===== src/rtl/cdc_fifo_wptr_full_pkg.sv =====
// Pointer-code helpers shared by the write-side and read-side CDC FIFO pointer blocks.
// Functions work at the widest legal pointer width; callers zero-extend, then truncate.
package cdc_fifo_wptr_full_pkg;

    localparam int PTR_MAX_W = 13;

    typedef logic [PTR_MAX_W-1:0] ptr_max_t;

    function automatic ptr_max_t bin2gray(input ptr_max_t b);
        return (b >> 1) ^ b;
    endfunction

    // Prefix XOR from the MSB; zero-extended upper bits leave the result unchanged.
    function automatic ptr_max_t gray2bin(input ptr_max_t g);
        ptr_max_t b;
        b[PTR_MAX_W-1] = g[PTR_MAX_W-1];
        for (int i = PTR_MAX_W - 2; i >= 0; i--) begin
            b[i] = b[i+1] ^ g[i];
        end
        return b;
    endfunction

endpackage


===== src/rtl/cdc_sync2.sv =====
// Generic two-flop synchronizer, reset to 0; latency 2 clk edges, no backpressure.
// The input is captured directly by the first flop with no logic in front of it.
module cdc_sync2 #(
    parameter int WIDTH = 1
) (
    input  logic             clk,
    input  logic             rst_n,
    input  logic [WIDTH-1:0] d,
    output logic [WIDTH-1:0] q
);

    logic [WIDTH-1:0] q1_q;
    logic [WIDTH-1:0] q2_q;

    always_ff @(posedge clk or negedge rst_n) begin
        if (!rst_n) begin
            q1_q <= '0;
            q2_q <= '0;
        end else begin
            q1_q <= d;
            q2_q <= q1_q;
        end
    end

    assign q = q2_q;

endmodule


===== src/rtl/cdc_fifo_wptr_full.sv =====
// Write-side pointer and full/almost-full flags of the async FIFO; flags assert on the filling edge,
// release 3 w_clk edges after a read. Writes requested while full are dropped (producer must stall).
module cdc_fifo_wptr_full
    import cdc_fifo_wptr_full_pkg::*;
#(
    parameter int ADDR_SIZE          = 4,
    parameter int ALMOST_FULL_MARGIN = 2
) (
    input  logic                 w_clk,
    input  logic                 w_rst_n,
    input  logic                 w_inc,
    input  logic [ADDR_SIZE:0]   r_ptr,
    output logic [ADDR_SIZE-1:0] w_addr,
    output logic [ADDR_SIZE:0]   w_ptr,
    output logic                 w_full,
    output logic                 w_almost_full
);

    localparam int DEPTH = 1 << ADDR_SIZE;

    typedef logic [ADDR_SIZE:0] ptr_t;

    localparam ptr_t AF_THRESH = ptr_t'(DEPTH - ALMOST_FULL_MARGIN);

    ptr_t r_q2;
    ptr_t r_bin;
    ptr_t w_bin_q, w_bin_d;
    ptr_t w_ptr_q, w_ptr_d;
    ptr_t occ_d;
    logic w_full_q, w_full_d;
    logic w_af_q, w_af_d;

    cdc_sync2 #(
        .WIDTH (ADDR_SIZE + 1)
    ) u_rptr_sync (
        .clk   (w_clk),
        .rst_n (w_rst_n),
        .d     (r_ptr),
        .q     (r_q2)
    );

    // Flags are computed from the next pointer so the filling write raises them on its own edge.
    always_comb begin
        w_bin_d  = w_bin_q + {{ADDR_SIZE{1'b0}}, (w_inc & ~w_full_q)};
        w_ptr_d  = ptr_t'(bin2gray(ptr_max_t'(w_bin_d)));
        r_bin    = ptr_t'(gray2bin(ptr_max_t'(r_q2)));
        occ_d    = w_bin_d - r_bin;
        w_full_d = (w_ptr_d == {~r_q2[ADDR_SIZE:ADDR_SIZE-1], r_q2[ADDR_SIZE-2:0]});
        w_af_d   = (occ_d >= AF_THRESH);
    end

    always_ff @(posedge w_clk or negedge w_rst_n) begin
        if (!w_rst_n) begin
            w_bin_q  <= '0;
            w_ptr_q  <= '0;
            w_full_q <= 1'b0;
            w_af_q   <= 1'b0;
        end else begin
            w_bin_q  <= w_bin_d;
            w_ptr_q  <= w_ptr_d;
            w_full_q <= w_full_d;
            w_af_q   <= w_af_d;
        end
    end

    assign w_addr        = w_bin_q[ADDR_SIZE-1:0];
    assign w_ptr         = w_ptr_q;
    assign w_full        = w_full_q;
    assign w_almost_full = w_af_q;

endmodule


===== config.mk =====
export PLATFORM = sky130hd
export DESIGN_NAME = cdc_fifo_wptr_full
export DESIGN_NICKNAME = d
export VERILOG_FILES = /design/src/rtl/cdc_fifo_wptr_full_pkg.sv /design/src/rtl/cdc_sync2.sv /design/src/rtl/cdc_fifo_wptr_full.sv
export SDC_FILE = /design/constraint.sdc
export NUM_CORES = 1
export LEC_CHECK = 0
export CAP_MARGIN = 5
export CORE_MARGIN = 1
export CORE_UTILIZATION = 27
export DETAILED_ROUTE_END_ITERATION = 8
export GPL_ROUTABILITY_DRIVEN = 1
export MAX_ROUTING_LAYER = met4
export SLEW_MARGIN = 30
export SYNTH_ARGS = -nofsm -noshare
export SYNTH_HDL_FRONTEND = slang
export SYNTH_HIERARCHICAL = 1
export SYNTH_SLANG_ARGS = --single-unit

===== constraint.sdc =====
create_clock -name w_clk -period 3.6 [get_ports w_clk]
set_input_delay 0.9 -clock w_clk [delete_from_list [all_inputs] [get_ports w_clk]]
set_output_delay 0.9 -clock w_clk [all_outputs]
set_load 0.02 [all_outputs]

### After elaboration in Yosys (flattened, before gate mapping)

Cells that the tools add are included.

* add/subtract/negate cells: 2
* bitwise operators: 8
* $lt $le $gt $ge: 1
* eq/ne operators: 1

Operator list (number)
* $add 5x1->5: 1
* $eq 5x5->1: 1
* $ge 5x4->1 const B: 1
* $sub 5x5->5: 1
* $xor 4x5->5: 1
* $xor 1x1->1: 4
* $not 2->2: 1
* $and 1x1->1: 1
* $not 1->1: 1

* register bits: 22
* word-level logic and storage cells: 18
* bits of input ports: 8
* output and inout bits: 11

### Depth between registers and ports, before layout

* depth in word-level cells: 6
* depth in mapped cells: 10
* depth with buffers taken out: 10

### Cells and area by module

Netlist, hierarchy kept.

By module, submodules not included
* cdc_fifo_wptr_full: cells each 62, instances 1, seq. area each 275.3 µm², area an instance 754.5 µm²
* cdc_sync2: cells each 10, instances 1, seq. area each 250.2 µm², area an instance 250.2 µm²

### Least setup slack after synthesis

Ideal clock, no wire load.

* kind: input to register
* start point: in w_inc
* end point: reg w_af_q, in the netlist w_almost_full
* data required time: 3.529 ns
* arrival: 3.098 ns
* buffers on the path: 0
* setup time: 0.071 ns
* stages: 10
* path slack: 0.431 ns
* cell sequence: nor2b_1 -> ha_1 -> ha_1 -> xnor2_1 -> inv_1 -> ha_1 -> xor2_1 -> nor3b_1 -> or4b_1 -> nand4_1

* longest elaborated chain between the ends: 4

Ends and longest elaborated chain
* start, declared: line cdc_fifo_wptr_full.sv:11 `input logic w_inc,`
* $and 1x1->1: line cdc_fifo_wptr_full.sv:44 `w_bin_d = w_bin_q + {{ADDR_SIZE{1'b0}}, (w_inc & ~w_full_q)};`
* $add 5x1->5: line cdc_fifo_wptr_full.sv:44
* named net w_bin_d[2]: line cdc_fifo_wptr_full.sv:27 `ptr_t w_bin_q, w_bin_d;`
* $sub 5x5->5: line cdc_fifo_wptr_full.sv:47 `occ_d = w_bin_d - r_bin;`
* $ge 5x4->1: line cdc_fifo_wptr_full.sv:49 `w_af_d = (occ_d >= AF_THRESH);`
* named net w_af_d: line cdc_fifo_wptr_full.sv:31 `logic w_af_q, w_af_d;`
* end signal, assigned: line cdc_fifo_wptr_full.sv:62 `w_af_q <= w_af_d;`
* end, declared: line cdc_fifo_wptr_full.sv:31

The timed path passes the listed nets, and every way through them passes these cells.

### Worst setup path after layout

Same ends and word-level chain as after synthesis.

==> results by group <==
Power
  • PwrDens: 991 nW/um^2
  • Clk pwr share: 0.114
  • Leak pwr: 0.625 nW
  • Reg power frac: 0.269
  • Max VDD drop: 0.234 mV
  • Gate power share: 0.617
  • Pwr Total: 1.30 mW
  • Switching pwr: 0.494 mW
  • Switching share of power: 0.380
  • Internal power: 0.806 mW

Logic synthesis
  • Syn nets: 87
  • Simple-Gate Fraction of Synth Area: 0.111
  • #FFs+latches synth: 21
  • Top cell type's share of synthesized area: 0.523
  • Synth cell types: 25
  • Mapped Area: 1000 um^2
  • Leading area contributor after synthesis: dfrtp_1
  • Syn avg cell area: 14.0 um^2
  • EDFF count, synth: 0
  • Gate Count Post-Synth: 72
  • Top cells by area, synth: dfrtp_1 52%, xor2_1 7.8%, ha_1 7.5%, xnor2_1 3.5%, xnor3_4 2.6%
  • Main synth FF type: dfrtp_1
  • Compound-Gate Fraction of Synth Area: 0.0299
  • Async S/R FF share, synth: 1.00
  • Main combinational cell family by area after synthesis: XOR/XNOR gates
  • Yosys synthesis warning count: 6
  • Post-Synth Adder-Cell Area: 0.0946
  • Post-synthesis xor/xnor area fraction: 0.209
  • Post-synthesis mux area share: 0.00996
  • Sequential area share after synthesis: 0.523

Placement
  • GP Congestion: 0.753
  • Detailed placement HPWL: 1260 um
  • IO Port Bufs: 18

Hold path
  • Worst hold path stage count: 0
  • Min-delay worst type: reg2reg
  • HP Start: u_rptr_sync/q1_q[3]$_DFF_PN0_
  • Worst Hold End: u_rptr_sync/q[3]$_DFF_PN0_

Die
  • Die Span X: 63 um
  • Die area: 3970 um^2
  • Io pins: 19
  • Die H: 63 um
  • # rows: 21
  • Core Region: 3440 um^2
  • Initial Utilization: 0.292

Layout
  • Area growth syn-to-layout: 30.6%
  • Final Util: 0.381
  • Commonest non-fill, non-tap cell in the layout: dfrtp_1
  • Most frequent cells in the layout: 21 x dfrtp_1, 17 x clkdlybuf4s50_1, 9 x xor2_1
  • Nets: 114
  • Ant. Diodes: 0
  • Layout cell share with drive strength beyond 1: 0.112

Drt
  • Via count: 604
  • Via/cell ratio: 4.19
  • Detailed Routing Iterations Pass 1: 4
  • Drc violations: 0
  • Post-route ant nets: 0
  • Drt initial violations: 34
  • WL final: 1630 um
  • Wire per inst: 11.3 um

Run status
  • Status: completed

Critical path
  • CP required: 3.78 ns
  • Depth of the most critical reg-to-reg path: 9
  • Largest fanout on the critical path: 4
  • Worst R2R Setup Slack: 0.69 ns
  • Crit start category: input port
  • R2R Path Start: u_rptr_sync/q[3]$_DFF_PN0_
  • CP endpoint kind: register
  • Reg-to-reg endpoint: w_almost_full$_DFF_PN0_
  • Crit path DAT: 3.43 ns
  • Critical path class: in2reg

Global route
  • Met3 usage: 0.0292
  • Largest net degree at the start of global routing: 22
  • Antenna violations before repair: 0
  • GRT overflow: 0
  • Busiest grt layer: met2
  • Total Routing Usage GR: 0.0956
  • Routing usage on met2: 0.153
  • Grt met1 use: 0.109
  • Vias in the first global route: 636
  • First-pass GRT wire length: 2810 um

Clocking
  • PostCTS Resize Cnt: 0
  • CTS buffer count: 3
  • Max clock buf depth: 2
  • CTS Hold Bufs: 0
  • Clock transition at the registers of the reported paths: 0.07 ns
  • Postcts setup bufs: 0
  • Clock latency on the worst-skew pair: 0.25 ns
  • Clock root cell: clkbuf_8
  • CTS tree: yes
  • H-tree depth: 1
  • Clock sink count: 21

Timing
  • Post-route clock period utilization: 0.901
  • F_max: 0.308 GHz
  • Max-slew headroom: 0.685
  • Setup TNS: 0 ns
  • Hold Vio Cnt, Final: 0
  • Final setup viols: 0
  • RSZ-0062 raised after global routing: false
  • Clock period minus final worst setup slack: 3.24 ns
  • Clock Skews: 0.00115 ns
  • Max-slew violations: 0
  • Worst Tran Pin Value: 0.473 ns

Job
  • Max Cap Violations: 0
[how the worst max path moves through the flow]
stage | from | to | slack [ns] | cells past startpoint
6_report | w_inc | w_almost_full$_DFF_PN0_ | 0.36 | 11
3_5_place_dp | w_inc | w_almost_full$_DFF_PN0_ | 0.08 | 11
4_1_cts | w_inc | w_almost_full$_DFF_PN0_ | 0.33 | 11
5_1_grt | w_inc | w_almost_full$_DFF_PN0_ | 0.21 | 11
3_3_place_gp | w_inc | w_almost_full$_DFF_PN0_ | 0.13 | 11
2_1_floorplan | w_inc | w_almost_full$_DFF_PN0_ | 0.43 | 10
[stage by stage]
| step | hold WS [ns] | worst slack, ns | cell area, um^2 | instances |
|---|---|---|---|---|
| after floorplan | 0.331 | 0.431 | 1000 | 72 |
| after global placement | 0.333 | 0.130 | 1270 | 140 |
| after detailed placement | 0.337 | 0.0777 | 1270 | 140 |
| after CTS | 0.354 | 0.328 | 1320 | 144 |
| after global routing | 0.359 | 0.206 | 1310 | 144 |
| final | 0.351 | 0.356 | 1310 | 144 |
[Yosys cell counts (2+ instances only)]
library cell	n
o31ai_1	2
nor2b_1	2
nor3b_1	2
ha_1	6
a21o_1	2
inv_1	6
nor4b_1	2
dfrtp_1	21
nand3_1	2
xor2_1	9
xnor2_1	4
[power groups by stage]
stage          registers, mW  clock network [mW]  logic, mW
3_3_place_gp           0.353                   0      0.782
5_1_grt                0.357               0.162      0.888
2_1_floorplan          0.430                   0      0.449
4_1_cts                0.351               0.154      0.811
3_5_place_dp           0.355                   0      0.806
6_report               0.349               0.148      0.803
[per-layer routing]
layer,wire (um),vias to the layer above
met5,0,-
met4,17,0
met3,61,2
met2,807,13
met1,747,291
li1,-,298
[registers in the layout (all words and copies together), names as in the netlist]
name / cells
u_rptr_sync/q: 5
u_rptr_sync/q1_q: 5
w_almost_full: 1
w_bin_q: 5
w_full: 1
w_ptr: 4
[final cells by class]
class,count,area (um^2)
clock buffers,4,45.0
fillers,336,2130
inverters,6,22.5
multi-input cells,45,457
flip-flops and latches,21,526
well taps,46,57.6
repair buffers,22,205
[cells by family after synthesis]
kind of cell,Yosys count
buffers and inverters,6
AND/OR/NAND/NOR,16
AO/OA/AOI/OAI,4
XOR/XNOR,17
multiplexers,1
adder cells (fa/ha/maj),7
flip-flops,21
[worst max-delay path, cell delays in order]
cell,delay (ns)
clkdlybuf4s50_1,0.45
nor2b_1,0.13
ha_1,0.18
nand3_1,0.14
xor2_1,0.21
inv_1,0.09
ha_1,0.34
nor2b_1,0.15
and3_2,0.21
or4_1,0.51
nand4_1,0.12
Note: power is estimated with default switching activity, not from simulation.
